===== src/rtl/pdp11_timer_bank.sv =====
// pdp11_timer_bank: NUM_TIMERS prescaled timer/counter channels on the PDP-11
// I/O bus. Each channel has an 8-word register window; STATUS sits right after
// the last window and exposes the pending bits (write-1-to-clear).

// One timer channel: config registers, prescaler, counter, pending and waveform.
module pdp11_timer_chan #(
  parameter int unsigned WIDTH = 16
) (
  input  logic             wb_clk_i,
  input  logic             rst_n,
  input  logic             i_wr_ctrl,
  input  logic             i_wr_pre,
  input  logic             i_wr_top,
  input  logic             i_wr_cnt,
  input  logic             i_wr_cmp,
  input  logic [15:0]      i_wdata,
  input  logic             i_clr,
  output logic [4:0]       o_ctrl,
  output logic [WIDTH-1:0] o_pre,
  output logic [WIDTH-1:0] o_top,
  output logic [WIDTH-1:0] o_cnt,
  output logic [WIDTH-1:0] o_cmp,
  output logic             o_pend,
  output logic             o_tout
);
  localparam logic [WIDTH:0] ONE_X = 1;
  localparam logic [WIDTH-1:0] ONE = 1;

  logic             r_en, r_os, r_ie;
  logic [1:0]       r_mode;
  logic [WIDTH-1:0] r_pre, r_top, r_cnt, r_cmp, r_pctr;
  logic             r_pend, r_tog, r_pulse;
  logic             w_tick, w_wrap, w_start;

  // Extra bit so pre_ctr+1 cannot overflow the comparison.
  assign w_tick  = r_en && (({1'b0, r_pctr} + ONE_X) >= {1'b0, r_pre});
  // A CNT write in the same cycle overrides the wrap.
  assign w_wrap  = w_tick && (r_cnt >= r_top) && !i_wr_cnt;
  assign w_start = i_wr_ctrl && i_wdata[0] && !r_en;

  // Software-visible configuration; one-shot wrap drops EN unless CTRL is written.
  always_ff @(posedge wb_clk_i or negedge rst_n) begin
    if (!rst_n) begin
      r_en <= 1'b0; r_os <= 1'b0; r_ie <= 1'b0; r_mode <= 2'b00;
      r_pre <= '0; r_top <= '1; r_cmp <= '0;
    end else begin
      if (i_wr_ctrl) begin
        r_en   <= i_wdata[0];
        r_os   <= i_wdata[1];
        r_ie   <= i_wdata[2];
        r_mode <= i_wdata[4:3];
      end else if (w_wrap && r_os) begin
        r_en <= 1'b0;
      end
      if (i_wr_pre) r_pre <= i_wdata[WIDTH-1:0];
      if (i_wr_top) r_top <= i_wdata[WIDTH-1:0];
      if (i_wr_cmp) r_cmp <= i_wdata[WIDTH-1:0];
    end
  end

  // Prescaler and main counter; both freeze while disabled.
  always_ff @(posedge wb_clk_i or negedge rst_n) begin
    if (!rst_n) begin
      r_pctr <= '0;
      r_cnt  <= '0;
    end else if (i_wr_cnt) begin
      r_pctr <= '0;
      r_cnt  <= i_wdata[WIDTH-1:0];
    end else begin
      if (w_start)   r_pctr <= '0;
      else if (r_en) r_pctr <= w_tick ? '0 : r_pctr + ONE;
      if (w_tick)    r_cnt  <= w_wrap ? '0 : r_cnt + ONE;
    end
  end

  // Wrap events: pending (set beats clear), toggle flop, one-cycle pulse.
  always_ff @(posedge wb_clk_i or negedge rst_n) begin
    if (!rst_n) begin
      r_pend  <= 1'b0;
      r_tog   <= 1'b0;
      r_pulse <= 1'b0;
    end else begin
      if (w_wrap)     r_pend <= 1'b1;
      else if (i_clr) r_pend <= 1'b0;
      if (i_wr_ctrl && (i_wdata[4:3] != 2'b01)) r_tog <= 1'b0;
      else if (w_wrap && (r_mode == 2'b01))     r_tog <= ~r_tog;
      r_pulse <= w_wrap;
    end
  end

  // Waveform select.
  always_comb begin
    o_tout = 1'b0;
    case (r_mode)
      2'b01:   o_tout = r_tog;
      2'b10:   o_tout = (r_cnt < r_cmp);
      2'b11:   o_tout = r_pulse;
      default: o_tout = 1'b0;
    endcase
  end

  assign o_ctrl = {r_mode, r_ie, r_os, r_en};
  assign o_pre  = r_pre;
  assign o_top  = r_top;
  assign o_cnt  = r_cnt;
  assign o_cmp  = r_cmp;
  assign o_pend = r_pend;
endmodule

// Bank top: address decode, channel array, STATUS and registered read port.
module pdp11_timer_bank #(
  parameter int unsigned NUM_TIMERS = 4,
  parameter int unsigned WIDTH      = 16,
  parameter logic [7:0]  BASE_ADDR  = 8'h40
) (
  input  logic                  wb_clk_i,
  input  logic                  rst_n,
  input  logic [7:0]            io_addr,
  input  logic [15:0]           io_out,
  input  logic                  io_wen,
  output logic [15:0]           io_rdata,
  input  logic [NUM_TIMERS-1:0] int_ack,
  output logic [NUM_TIMERS-1:0] irq,
  output logic [NUM_TIMERS-1:0] tmr_out
);
  localparam logic [7:0] STAT_ADDR = 8'(BASE_ADDR + 8 * NUM_TIMERS);

  logic [7:0]                       w_off;
  logic [2:0]                       w_k;
  logic                             w_in_win, w_stat;
  logic [NUM_TIMERS-1:0]            w_sel, w_wr, w_clr, w_pend;
  logic [NUM_TIMERS-1:0][4:0]       w_ctrl;
  logic [NUM_TIMERS-1:0][WIDTH-1:0] w_pre, w_top, w_cnt, w_cmp;
  logic [15:0]                      w_rd;

  assign w_off    = io_addr - BASE_ADDR;
  assign w_k      = w_off[2:0];
  assign w_in_win = (io_addr >= BASE_ADDR) && (io_addr < STAT_ADDR);
  assign w_stat   = (io_addr == STAT_ADDR);

  for (genvar g = 0; g < NUM_TIMERS; g++) begin : g_ch
    assign w_sel[g] = w_in_win && (w_off[7:3] == 5'(g));
    assign w_wr[g]  = io_wen && w_sel[g];
    assign w_clr[g] = int_ack[g] | (io_wen && w_stat && io_out[g]);
    assign irq[g]   = w_pend[g] & w_ctrl[g][2];

    pdp11_timer_chan #(.WIDTH(WIDTH)) u_chan (
      .wb_clk_i (wb_clk_i),
      .rst_n    (rst_n),
      .i_wr_ctrl(w_wr[g] && (w_k == 3'd0)),
      .i_wr_pre (w_wr[g] && (w_k == 3'd1)),
      .i_wr_top (w_wr[g] && (w_k == 3'd2)),
      .i_wr_cnt (w_wr[g] && (w_k == 3'd3)),
      .i_wr_cmp (w_wr[g] && (w_k == 3'd4)),
      .i_wdata  (io_out),
      .i_clr    (w_clr[g]),
      .o_ctrl   (w_ctrl[g]),
      .o_pre    (w_pre[g]),
      .o_top    (w_top[g]),
      .o_cnt    (w_cnt[g]),
      .o_cmp    (w_cmp[g]),
      .o_pend   (w_pend[g]),
      .o_tout   (tmr_out[g])
    );
  end

  // Read mux; anything not decoded reads all ones.
  always_comb begin
    w_rd = 16'hFFFF;
    if (w_stat) w_rd = 16'(w_pend);
    for (int i = 0; i < NUM_TIMERS; i++) begin
      if (w_sel[i]) begin
        case (w_k)
          3'd0:    w_rd = 16'(w_ctrl[i]);
          3'd1:    w_rd = 16'(w_pre[i]);
          3'd2:    w_rd = 16'(w_top[i]);
          3'd3:    w_rd = 16'(w_cnt[i]);
          3'd4:    w_rd = 16'(w_cmp[i]);
          default: w_rd = 16'hFFFF;
        endcase
      end
    end
  end

  // Registered read data, held across write cycles.
  always_ff @(posedge wb_clk_i or negedge rst_n) begin
    if (!rst_n)       io_rdata <= '0;
    else if (!io_wen) io_rdata <= w_rd;
  end
endmodule


===== config.mk =====
export PLATFORM = sky130hd
export DESIGN_NAME = pdp11_timer_bank
export DESIGN_NICKNAME = d
export VERILOG_FILES = /design/src/rtl/pdp11_timer_bank.sv
export SDC_FILE = /design/constraint.sdc
export NUM_CORES = 1
export LEC_CHECK = 0
export CAP_MARGIN = 20
export CORE_MARGIN = 10
export CORE_UTILIZATION = 50
export DETAILED_ROUTE_END_ITERATION = 8
export HOLD_SLACK_MARGIN = 0.06
export PLACE_DENSITY = 0.69
export SYNTH_ARGS = -nofsm -noshare
export SYNTH_HDL_FRONTEND = slang
export SYNTH_SLANG_ARGS = --single-unit

===== constraint.sdc =====
create_clock -name wb_clk_i -period 6.1 [get_ports wb_clk_i]
set_input_delay 1.22 -clock wb_clk_i [delete_from_list [all_inputs] [get_ports wb_clk_i]]
set_output_delay 1.22 -clock wb_clk_i [all_outputs]
set_load 0.005 [all_outputs]

==> results.sh <==
export IMPL_ys_seq_area_share_pct=39.1
export IMPL_syn_area_mm2=0.0237
export IMPL_finalHoldViolations=0
export IMPL_cts_sinks=368
export IMPL_layout_nets=2823
export IMPL_path_cells="ha_1 > a21o_1 > a21o_1 > a21oi_1 > or3b_2 > o31ai_1 > clkdlybuf4s50_1"
export IMPL_cts_hold_fix_buffers=0
export IMPL_path_max_fanout=8
export IMPL_ant_nets=0
export IMPL_skew_ns=0.0183
export IMPL_wire_per_inst_um=23.6
export IMPL_crit_family="compound AO/OA/AOI/OAI gates"
export IMPL_grt_pass1_wl_um=118000
export IMPL_clk_latency_ns=0.59
export IMPL_p_per_area_mw_per_mm2=264
export IMPL_status="completed"
export IMPL_synth_seq_cells=368
export IMPL_dr_pass1_iters=7
export IMPL_design_die_area_mm2=0.0566
export IMPL_crit_top_cell="a21o_1"
export IMPL_fmax_mhz=210
export IMPL_cp_buffers_inverters=1
export IMPL_syn_area_per_cell_um2=9.19
export IMPL_syn_num_nets=2811
export IMPL_max_slew_margin_pct=27.6
export IMPL_cp_start_kind="flop"
export IMPL_irDropWorstVdd_mv=0.211
export IMPL_met1_usage_pct=34.6
export IMPL_num_antenna_cells=0
export IMPL_clock_path_buffers=3
export IMPL_htreeDepth=2
export IMPL_ys_flop_type="dfrtp_1"
export IMPL_io_pins=55
export IMPL_async_flop_share_pct=100
export IMPL_critPathKind="reg2out"
export IMPL_worstPathRequired_ns=4.88
export IMPL_maxSlewViolCount=0
export IMPL_vias=20700
export IMPL_drv_cap=0
export IMPL_hold_path_class="reg2reg"
export IMPL_setup_viol=0
export IMPL_fin_crit_ns=4.75
export IMPL_grt_antenna_before_repair=0
export IMPL_ff2ff_setup_slack_ns=1.76
export IMPL_dp_worst_setup_slack_ns=1.65
export IMPL_synth_edf_count=0
export IMPL_start_util_pct=50.8
export IMPL_post_route_util_pct=56.5
export IMPL_setup_slack_ns=1.35
export IMPL_cts_tree="done"
export IMPL_grt_max_degree=166
export IMPL_cpPeakStageDelay_ns=0.61
export IMPL_gp_congestion=0.981
export IMPL_cts_made_buffers=44
export IMPL_die_w_um=238
export IMPL_clock_root_buffer="clkbuf_16"
export IMPL_fp_dieH_um=238
export IMPL_rsz0062_at_grt="false"
export IMPL_crit_arrival_ns=3.53
export IMPL_rows=79
export IMPL_yosysUniqueCellTypes=85
export IMPL_core_mm2=0.0468
export IMPL_final_period_utilization_pct=77.9
export IMPL_leakage_nw=12.0
export IMPL_io_buffers=54
export IMPL_drtIter0Drc=2086
export IMPL_overflow=0
export IMPL_wl_um=76300
export IMPL_drive_gt1_share_pct=14.1
export IMPL_drc=0
export IMPL_path_clk_slew_ns=0.06
export IMPL_grt_util_met3_pct=4.25
export IMPL_cts_setup_buffers=0
export IMPL_syn_inst=2582
export IMPL_crit_path_end_kind="output pin"
export IMPL_grtUsageTotal_pct=26.5
export IMPL_ctsResizeCount=0
export IMPL_crit_path_top_delay_cell="clkdlybuf4s50_1"
export IMPL_tns_ns=0
export IMPL_yosysWarnings=0
export IMPL_dpl_hpwl_um=52900
export IMPL_grtUsageMet2_pct=42.0
export IMPL_area_growth_pct=11.3
export IMPL_tightestPinTransition_ns=1.09
export IMPL_top_usage_layer="met2"
export IMPL_grt_pass1_vias=20200
export IMPL_place_area_mm2=0.0248
export IMPL_viasPerCell=6.40
export IMPL_final_area_mm2=0.0264
[cell usage after synthesis (34+ instances only)]
library cell    n  share of area, %
dfrtp_1       304                32
o21ai_0       250               5.3
nand2_1       235               3.7
inv_1         213               3.4
ha_1          198                10
nor2_1        163               2.6
mux2_2        125               5.9
a21oi_1       110               2.3
nand3_1       109               2.3
clkbuf_1      100               1.6
dfstp_2        64               7.1
a22oi_1        57               1.8
a31oi_1        47               1.2
a21o_1         39               1.2
and3_1         39               1.0
a32o_1         38               1.6
xnor2_1        36               1.3
nand4_1        34              0.90
[logic make-up after synthesis]
logic type / share of synthesized area (%)
AND/OR/NAND/NOR: 15.2
AO/OA/AOI/OAI: 19.0
flip-flops: 39.1
buffers and inverters: 5.92
adder cells (fa/ha/maj): 10.4
multiplexers: 7.70
XOR/XNOR: 2.55
[cell usage in the layout (no fill, tap or decap), types with 64 or more instances in the layout]
master / count
o21ai_0: 250
nand2_1: 235
inv_1: 213
ha_1: 198
dfstp_2: 64
dfrtp_1: 304
nor2_1: 158
a21oi_1: 110
mux2_2: 125
nand3_1: 109
[per-stage QoR]
| step | power (W) | hold slack, ns | cells |
|---|---|---|---|
| 6_report | 0.00697 | 0.489 | 3237 |
| 5_1_grt | 0.00728 | 0.516 | 3237 |
| 4_1_cts | 0.00698 | 0.499 | 3233 |
| 3_5_place_dp | 0.00421 | 0.473 | 3151 |
| 3_3_place_gp | 0.00415 | 0.468 | 3150 |
| 2_1_floorplan | 0.00371 | 0.445 | 2582 |
[layout make-up]
cell class | count | area [µm²]
fill | 4067 | 20300
multi-input combinational | 1859 | 13100
sequential | 368 | 9290
clock buffer | 70 | 1370
timing repair buffer | 107 | 983
inverter | 214 | 803
tap | 607 | 759
clock inverter | 12 | 145
[power by group]
| part | switching, W | leakage, nW | internal (W) | total (W) |
|---|---|---|---|---|
| clock network | 0.00110 | 0.749 | 0.00167 | 0.00276 |
| registers | 0.000257 | 4.39 | 0.00260 | 0.00286 |
| logic | 0.000799 | 6.83 | 0.000557 | 0.00136 |
[worst paths after layout]
path                                             endpoint  cells after the start                     start
worst min register to register               io_rdata[15]                      1              io_rdata[15]
worst max register to register    g_ch[3].u_chan.o_cnt[6]                     17  g_ch[3].u_chan.r_pctr[0]
min in group asynchronous       g_ch[0].u_chan.r_pctr[10]                      1                     rst_n
worst min-delay path                         io_rdata[15]                      1              io_rdata[15]
worst max-delay path                           tmr_out[0]                      7   g_ch[0].u_chan.o_cnt[9]
max in group asynchronous        g_ch[3].u_chan.o_pre[11]                      2                     rst_n
[sequential cells by signal (all words and copies together), names as in the netlist]
signal,flops
g_ch.u_chan.o_pend,4
g_ch.u_chan.r_tog,4
g_ch.u_chan.o_cnt,64
g_ch.u_chan.o_pre,64
g_ch.u_chan.r_ie,4
g_ch.u_chan.r_pulse,4
g_ch.u_chan.r_os,4
g_ch.u_chan.o_cmp,64
g_ch.u_chan.r_mode,8
io_rdata,16
g_ch.u_chan.r_pctr,64
g_ch.u_chan.o_top,64
g_ch.u_chan.r_en,4
[worst register-to-register path, delay by kind of cell (launching register included)]
| kind | cells | cell delay (ns) |
|---|---|---|
| buf+inv | 1 | 0.22 |
| flops | 1 | 0.46 |
| simple gates | 10 | 2.19 |
| fa+ha+maj | 2 | 0.58 |
| xor+xnor | 1 | 0.17 |
| compound gates | 3 | 0.63 |
[layer usage]
layer	wire, µm	up-vias
met5	0	-
met3	6360	232
met1	31500	10200
li1	-	9346
met4	3910	0
met2	34500	916
Power figures use the tool's default switching activity.
